===== config.mk =====
export PLATFORM = sky130hd
export DESIGN_NAME = ball_motion_ctrl
export DESIGN_NICKNAME = d
export VERILOG_FILES = /design/src/rtl/ball_motion_ctrl.sv
export SDC_FILE = /design/constraint.sdc
export NUM_CORES = 1
export LEC_CHECK = 0
export CAP_MARGIN = 20
export CORE_ASPECT_RATIO = 2
export CORE_UTILIZATION = 35
export DETAILED_ROUTE_END_ITERATION = 10
export DONT_BUFFER_PORTS = 1
export SYNTH_ARGS = -nofsm -noshare
export SYNTH_HDL_FRONTEND = slang
export SYNTH_SLANG_ARGS = --single-unit

===== constraint.sdc =====
create_clock -name clk -period 2.1 [get_ports clk]
set_input_delay 0.42 -clock clk [delete_from_list [all_inputs] [get_ports clk]]
set_output_delay 0.42 -clock clk [all_outputs]
set_load 0.02 [all_outputs]

===== src/rtl/ball_motion_ctrl.sv =====
// Per-frame ball game state: motion, edge bounce, camera hit detection, score.
// Optional BALL_SPEEDUP_EN: each accepted hit raises both step sizes up to MAX_SPEED.
module ball_motion_ctrl #(
  parameter int H_ACTIVE        = 640,
  parameter int V_ACTIVE        = 480,
  parameter int BALL_SIZE       = 20,
  parameter int SPEED_X         = 2,
  parameter int SPEED_Y         = 2,
  parameter int MAX_SPEED       = 8,
  parameter int HIT_THRESHOLD   = 16,
  parameter int COOLDOWN_FRAMES = 8
) (
  input  logic       clk,
  input  logic       reset,
  input  logic [9:0] x_pixel,
  input  logic [9:0] y_pixel,
  input  logic       is_hit_area,
  input  logic       hit_pixel,
  input  logic       game_start,
  output logic [9:0] ball_x,
  output logic [9:0] ball_y,
  output logic [6:0] score,
  output logic       game_over,
  output logic       hit_pulse
);

  localparam logic [1:0] S_IDLE = 2'd0;
  localparam logic [1:0] S_PLAY = 2'd1;
  localparam logic [1:0] S_COOL = 2'd2;
  localparam logic [1:0] S_OVER = 2'd3;

  localparam logic [10:0] X_MAX  = 11'(H_ACTIVE - BALL_SIZE);
  localparam logic [10:0] Y_MAX  = 11'(V_ACTIVE - BALL_SIZE);
  localparam logic [9:0]  X_HOME = 10'((H_ACTIVE - BALL_SIZE) / 2);
  localparam logic [9:0]  V_END  = 10'(V_ACTIVE);

  // Speed registers must hold the largest of base and cap values.
  localparam int SPD_TOP = (MAX_SPEED > SPEED_X) ? ((MAX_SPEED > SPEED_Y) ? MAX_SPEED : SPEED_Y)
                                                 : ((SPEED_X > SPEED_Y) ? SPEED_X : SPEED_Y);
  localparam int SPD_W   = $clog2(SPD_TOP + 1);

  logic [1:0]       state_q, state_d;
  logic [9:0]       y_prev_q, y_prev_d;
  logic [7:0]       hit_cnt_q, hit_cnt_d;
  logic [7:0]       cool_q, cool_d;
  logic [9:0]       ball_x_q, ball_x_d;
  logic [9:0]       ball_y_q, ball_y_d;
  logic             dir_x_q, dir_x_d;   // 1 = right
  logic             dir_y_q, dir_y_d;   // 1 = down
  logic [6:0]       score_q, score_d;
  logic             hit_pulse_q, hit_pulse_d;
  logic [SPD_W-1:0] spd_x, spd_y;

  logic        frame_end, hit_px, frame_hit, take_hit, dir_y_n;
  logic [10:0] x_sum, x_dif, y_sum, y_dif;

`ifdef BALL_SPEEDUP_EN
  logic [SPD_W-1:0] spd_x_q, spd_x_d, spd_y_q, spd_y_d;
  assign spd_x = spd_x_q;
  assign spd_y = spd_y_q;
`else
  assign spd_x = SPD_W'(SPEED_X);
  assign spd_y = SPD_W'(SPEED_Y);
`endif

  assign frame_end = (y_pixel == V_END) && (y_prev_q != V_END);
  assign hit_px    = is_hit_area && hit_pixel &&
                     (int'(x_pixel) < H_ACTIVE) && (int'(y_pixel) < V_ACTIVE);
  assign frame_hit = int'(hit_cnt_q) >= HIT_THRESHOLD;

  assign x_sum = {1'b0, ball_x_q} + 11'(spd_x);
  assign x_dif = {1'b0, ball_x_q} - 11'(spd_x);
  assign y_sum = {1'b0, ball_y_q} + 11'(spd_y);
  assign y_dif = {1'b0, ball_y_q} - 11'(spd_y);

  always_comb begin
    y_prev_d = y_pixel;
    if (frame_end)
      hit_cnt_d = 8'd0;
    else if (hit_px && hit_cnt_q != 8'hff)
      hit_cnt_d = hit_cnt_q + 8'd1;
    else
      hit_cnt_d = hit_cnt_q;
  end

  always_comb begin
    state_d     = state_q;
    cool_d      = cool_q;
    ball_x_d    = ball_x_q;
    ball_y_d    = ball_y_q;
    dir_x_d     = dir_x_q;
    dir_y_d     = dir_y_q;
    score_d     = score_q;
    hit_pulse_d = 1'b0;
    take_hit    = 1'b0;
    dir_y_n     = dir_y_q;
`ifdef BALL_SPEEDUP_EN
    spd_x_d     = spd_x_q;
    spd_y_d     = spd_y_q;
`endif
    case (state_q)
      S_IDLE, S_OVER: begin
        // Start beats a coincident frame_end: no step this frame.
        if (game_start) begin
          state_d  = S_PLAY;
          cool_d   = 8'd0;
          ball_x_d = X_HOME;
          ball_y_d = 10'd0;
          dir_x_d  = 1'b1;
          dir_y_d  = 1'b1;
          score_d  = 7'd0;
`ifdef BALL_SPEEDUP_EN
          spd_x_d  = SPD_W'(SPEED_X);
          spd_y_d  = SPD_W'(SPEED_Y);
`endif
        end
      end
      default: begin
        if (frame_end) begin
          take_hit = (state_q == S_PLAY) && frame_hit;
          if (take_hit) begin
            dir_y_n     = 1'b0;
            score_d     = (score_q == 7'd99) ? 7'd99 : score_q + 7'd1;
            hit_pulse_d = 1'b1;
            cool_d      = 8'(COOLDOWN_FRAMES);
            state_d     = S_COOL;
`ifdef BALL_SPEEDUP_EN
            if (int'(spd_x_q) < MAX_SPEED) spd_x_d = spd_x_q + SPD_W'(1);
            if (int'(spd_y_q) < MAX_SPEED) spd_y_d = spd_y_q + SPD_W'(1);
`endif
          end else if (state_q == S_COOL) begin
            if (cool_q <= 8'd1) begin
              cool_d  = 8'd0;
              state_d = S_PLAY;
            end else begin
              cool_d  = cool_q - 8'd1;
            end
          end
          dir_y_d = dir_y_n;

          if (dir_x_q) begin
            if (x_sum >= X_MAX) begin
              ball_x_d = X_MAX[9:0];
              dir_x_d  = 1'b0;
            end else begin
              ball_x_d = x_sum[9:0];
            end
          end else begin
            if ({1'b0, ball_x_q} < 11'(spd_x)) begin
              ball_x_d = 10'd0;
              dir_x_d  = 1'b1;
            end else begin
              ball_x_d = x_dif[9:0];
            end
          end

          // A hit has already turned the ball upward, so it cannot also miss.
          if (!dir_y_n) begin
            if ({1'b0, ball_y_q} < 11'(spd_y)) begin
              ball_y_d = 10'd0;
              dir_y_d  = 1'b1;
            end else begin
              ball_y_d = y_dif[9:0];
            end
          end else begin
            if (y_sum >= Y_MAX) begin
              ball_y_d = Y_MAX[9:0];
              state_d  = S_OVER;
            end else begin
              ball_y_d = y_sum[9:0];
            end
          end
        end
      end
    endcase
  end

  always_ff @(posedge clk or posedge reset) begin
    if (reset) begin
      state_q     <= S_IDLE;
      y_prev_q    <= 10'd0;
      hit_cnt_q   <= 8'd0;
      cool_q      <= 8'd0;
      ball_x_q    <= X_HOME;
      ball_y_q    <= 10'd0;
      dir_x_q     <= 1'b1;
      dir_y_q     <= 1'b1;
      score_q     <= 7'd0;
      hit_pulse_q <= 1'b0;
    end else begin
      state_q     <= state_d;
      y_prev_q    <= y_prev_d;
      hit_cnt_q   <= hit_cnt_d;
      cool_q      <= cool_d;
      ball_x_q    <= ball_x_d;
      ball_y_q    <= ball_y_d;
      dir_x_q     <= dir_x_d;
      dir_y_q     <= dir_y_d;
      score_q     <= score_d;
      hit_pulse_q <= hit_pulse_d;
    end
  end

`ifdef BALL_SPEEDUP_EN
  always_ff @(posedge clk or posedge reset) begin
    if (reset) begin
      spd_x_q <= SPD_W'(SPEED_X);
      spd_y_q <= SPD_W'(SPEED_Y);
    end else begin
      spd_x_q <= spd_x_d;
      spd_y_q <= spd_y_d;
    end
  end
`endif

  assign ball_x    = ball_x_q;
  assign ball_y    = ball_y_q;
  assign score     = score_q;
  assign game_over = (state_q == S_OVER);
  assign hit_pulse = hit_pulse_q;

endmodule

==> metrics.md <==
| Metric | Value |
|---|---|
| DRT Pass-1 Iters | 4 |
| CTS Buffer Depth | 2 |
| Top Metal Used | met4 |
| Detailed router's first-iteration violation count | 184 |
| Top Ports | 54 |
| CP Launch Type | flip-flop |
| Initial antenna violation count | 0 |
| Commonest non-fill, non-tap cells in the layout | buf_4 (91), dfrtp_1 (46), nor2_1 (38) |
| H-tree depth | 2 |
| Ant diodes | 0 |
| Core ar. | 10500 µm² |
| GP Congestion | 0.898 |
| Power Dens Cells | 605 nW/µm² |
| Flop2flop setup slack | -0.17 ns |
| Later-pin clock latency in the skew report | 0.30 ns |
| Wire length on met3 | 304 µm |
| Fmax | 0.440 GHz |
| Top FF cell, synth | dfrtp_1 |
| Synth-to-Final Area Change | 33.9% |
| WP data arrival | 2.50 ns |
| Cell Area, Synth | 3770 µm² |
| WL/cell | 17.0 µm |
| Finish-stage setup viols | 15 |
| Final ANT Viol Nets | 0 |
| Crit path setup slack, layout | -0.174 ns |
| Dpl hpwl | 8.41 mm |
| Vias | 3691 |
| CTS tree | done |
| Final WL | 11.1 mm |
| First-pass GRT wire length | 18.2 mm |
| Crit path time final | 2.27 ns |
| Die W | 75.4 µm |
| Starting density of the core | 36.0% |
| Mean post-synth cell area | 8.70 µm² |
| Fillers | 1021 |
| Final Slew Violations | 0 |
| Die height | 149 µm |
| Crit share post-route | 108% |
| Mapped Cells | 434 |
| GRT Total Usage | 21.2% |
| Vias per inst | 5.64 |
| Sequential fraction of the synthesis area | 37.4% |
| Pleak | 2.28 nW |
| Final instance area | 5050 µm² |
| Finished Layout Cells | 655 |
| # hold bufs at CTS | 0 |
| Largest net degree at the start of global routing | 57 |
| CP endpoint kind | flip-flop |
| Max-cap violations | 0 |
| Violated checks | setup timing |
| Row Count | 53 |
| Worst slew margin | 41.4% |
| Post-Place Worst Slack | -0.165 ns |
| Worst-path clk slew | 0.08 ns |
| Area of placed instances | 4570 µm² |
| Fraction of layout cells with a size suffix above 1 | 35.5% |
| Vias in the first global route | 3744 |
| CP max FO | 5 |
| Total die area | 11200 µm² |
| # DRC | 0 |
| CP required | 2.33 ns |
| Met1 wire length | 3.80 mm |
| Number of synthesized flops with an enable pin | 0 |
| RSZ-0062 raised after global routing | yes |
| Worst Tran Pin Value | 0.872 ns |
| Count of final hold-check violations | 0 |
| Hold Crit Class | in -> async |
| CTS Buf Count | 5 |
| Synthesis Warnings | 0 |
| #FFs+latches synth | 56 |
| Post-synthesis cell type count | 76 |
| Nets | 554 |
| Inst Count DP | 635 |
| CTS sink cnt | 56 |
| GRT overflow | 0 |
| Met2 wire length | 6.54 mm |
| Max rail drop VDD | 0.544 mV |
| Clk Tree Root Cell | clkbuf_16 |
| Port buffer count | 0 |
| Run status | finished with violations |
| Setup CP Type | reg -> reg |
| Synth async-reset ratio | 100% |
| Post-Route Skew | 0.0102 ns |
| Commonest non-fill, non-tap cell in the layout | buf_4 |
-- sequential cells by signal (all words and copies together) (netlist names), 2 cells and up --
name and count:
hit_cnt_q 8, state_q 2, y_prev_q 10, cool_q 8, score 7, ball_x 9
ball_y 9
-- routing by layer --
metal  vias to the layer above  global-route usage (%)
met2                       102                    40.4
met1                      1799                    21.2
met4                         0                    11.4
met3                        36                    2.36
met5                         -                       0
li1                       1754                       -
-- path summary, 6_finish.rpt --
check	startpoint	to	cells past startpoint
max in group asynchronous	reset	ball_x[2]$_DFFE_PP1P_	2
worst min-delay path	reset	ball_y[9]$_DFFE_PP0P_	2
worst min register to register	dir_y_q$_DFFE_PP1P_	dir_y_q$_DFFE_PP1P_	2
min in group clk	y_pixel[5]	y_prev_q[5]$_DFF_PP0_	0
worst max-delay path	ball_y[2]$_DFFE_PP0P_	ball_y[4]$_DFFE_PP0P_	8
worst max register to register	ball_y[2]$_DFFE_PP0P_	ball_y[4]$_DFFE_PP0P_	8
-- cell type report --
type	instances	area (µm²)	share of cell area (%)
Tap cell	137	171	3.39
Clock inverter	3	27.5	0.545
Inverter	23	86.3	1.71
Timing Repair Buffer	99	786	15.5
Clock buffer	5	125	2.48
Multi-Input combinational cell	332	2440	48.4
Sequential cell	56	1410	28.0
-- cell usage after synthesis (7+ instances only) --
cell,instances,share of area [%]
clkbuf_1,7,0.70
nor2_1,39,3.9
and3_1,12,2.0
inv_1,23,2.3
a21oi_1,22,2.9
dfstp_2,7,4.9
nor3_1,23,3.0
o21ai_0,34,4.5
a31oi_1,8,1.3
nand4_1,11,1.8
buf_2,11,1.5
xor2_1,15,3.5
ha_1,12,4.0
nand3_1,16,2.1
nand2_1,25,2.5
dfrtp_1,49,32
-- power breakdown --
| part | switching [mW] | total [mW] | internal [mW] |
|---|---|---|---|
| clock network | 0.433 | 0.888 | 0.454 |
| registers | 0.132 | 1.34 | 1.21 |
| logic | 0.459 | 0.831 | 0.372 |
-- cells by family (layout without fill, tap and decap cells) --
family | count (synthesis) | count (layout) | synth area share, %
AO/OA/AOI/OAI | 121 | 121 | 22.2
XOR/XNOR | 21 | 21 | 4.87
adder cells (fa/ha/maj) | 12 | 12 | 3.98
buffers and inverters | 47 | 130 | 5.57
flip-flops | 56 | 56 | 37.4
multiplexers | 2 | 2 | 0.530
other | 1 | 2 | 0.0993
AND/OR/NAND/NOR | 174 | 174 | 25.4
-- per-stage QoR --
step / total power, mW / TNS [ns] / hold slack (ns) / util, %
6_report: 3.06 / -1.50 / 0.0348 / 48.2
3_5_place_dp: 2.09 / -2.09 / 0.386 / 43.6
3_3_place_gp: 2.07 / -1.29 / 0.382 / 43.6
4_1_cts: 3.00 / -0.945 / 0.0543 / 45.9
2_1_floorplan: 1.85 / -0.741 / 0.451 / -
5_1_grt: 3.21 / -2.98 / 0.0698 / 48.2
-- timing repair --
action	4_1_cts	5_1_grt
resized for setup	23	42
pin swaps	7	24
endpoints found under the setup margin	30	30
buffers inserted	3	9
-- worst max-delay path: stages (launching register included) --
cell	delay, ns
dfrtp_2	0.45
inv_2	0.08
ha_4	0.21
or4b_4	0.50
o21ai_4	0.18
a311oi_4	0.08
a211oi_4	0.42
a21oi_2	0.12
o21ai_2	0.15
Note: power is estimated with default switching activity, not from simulation.
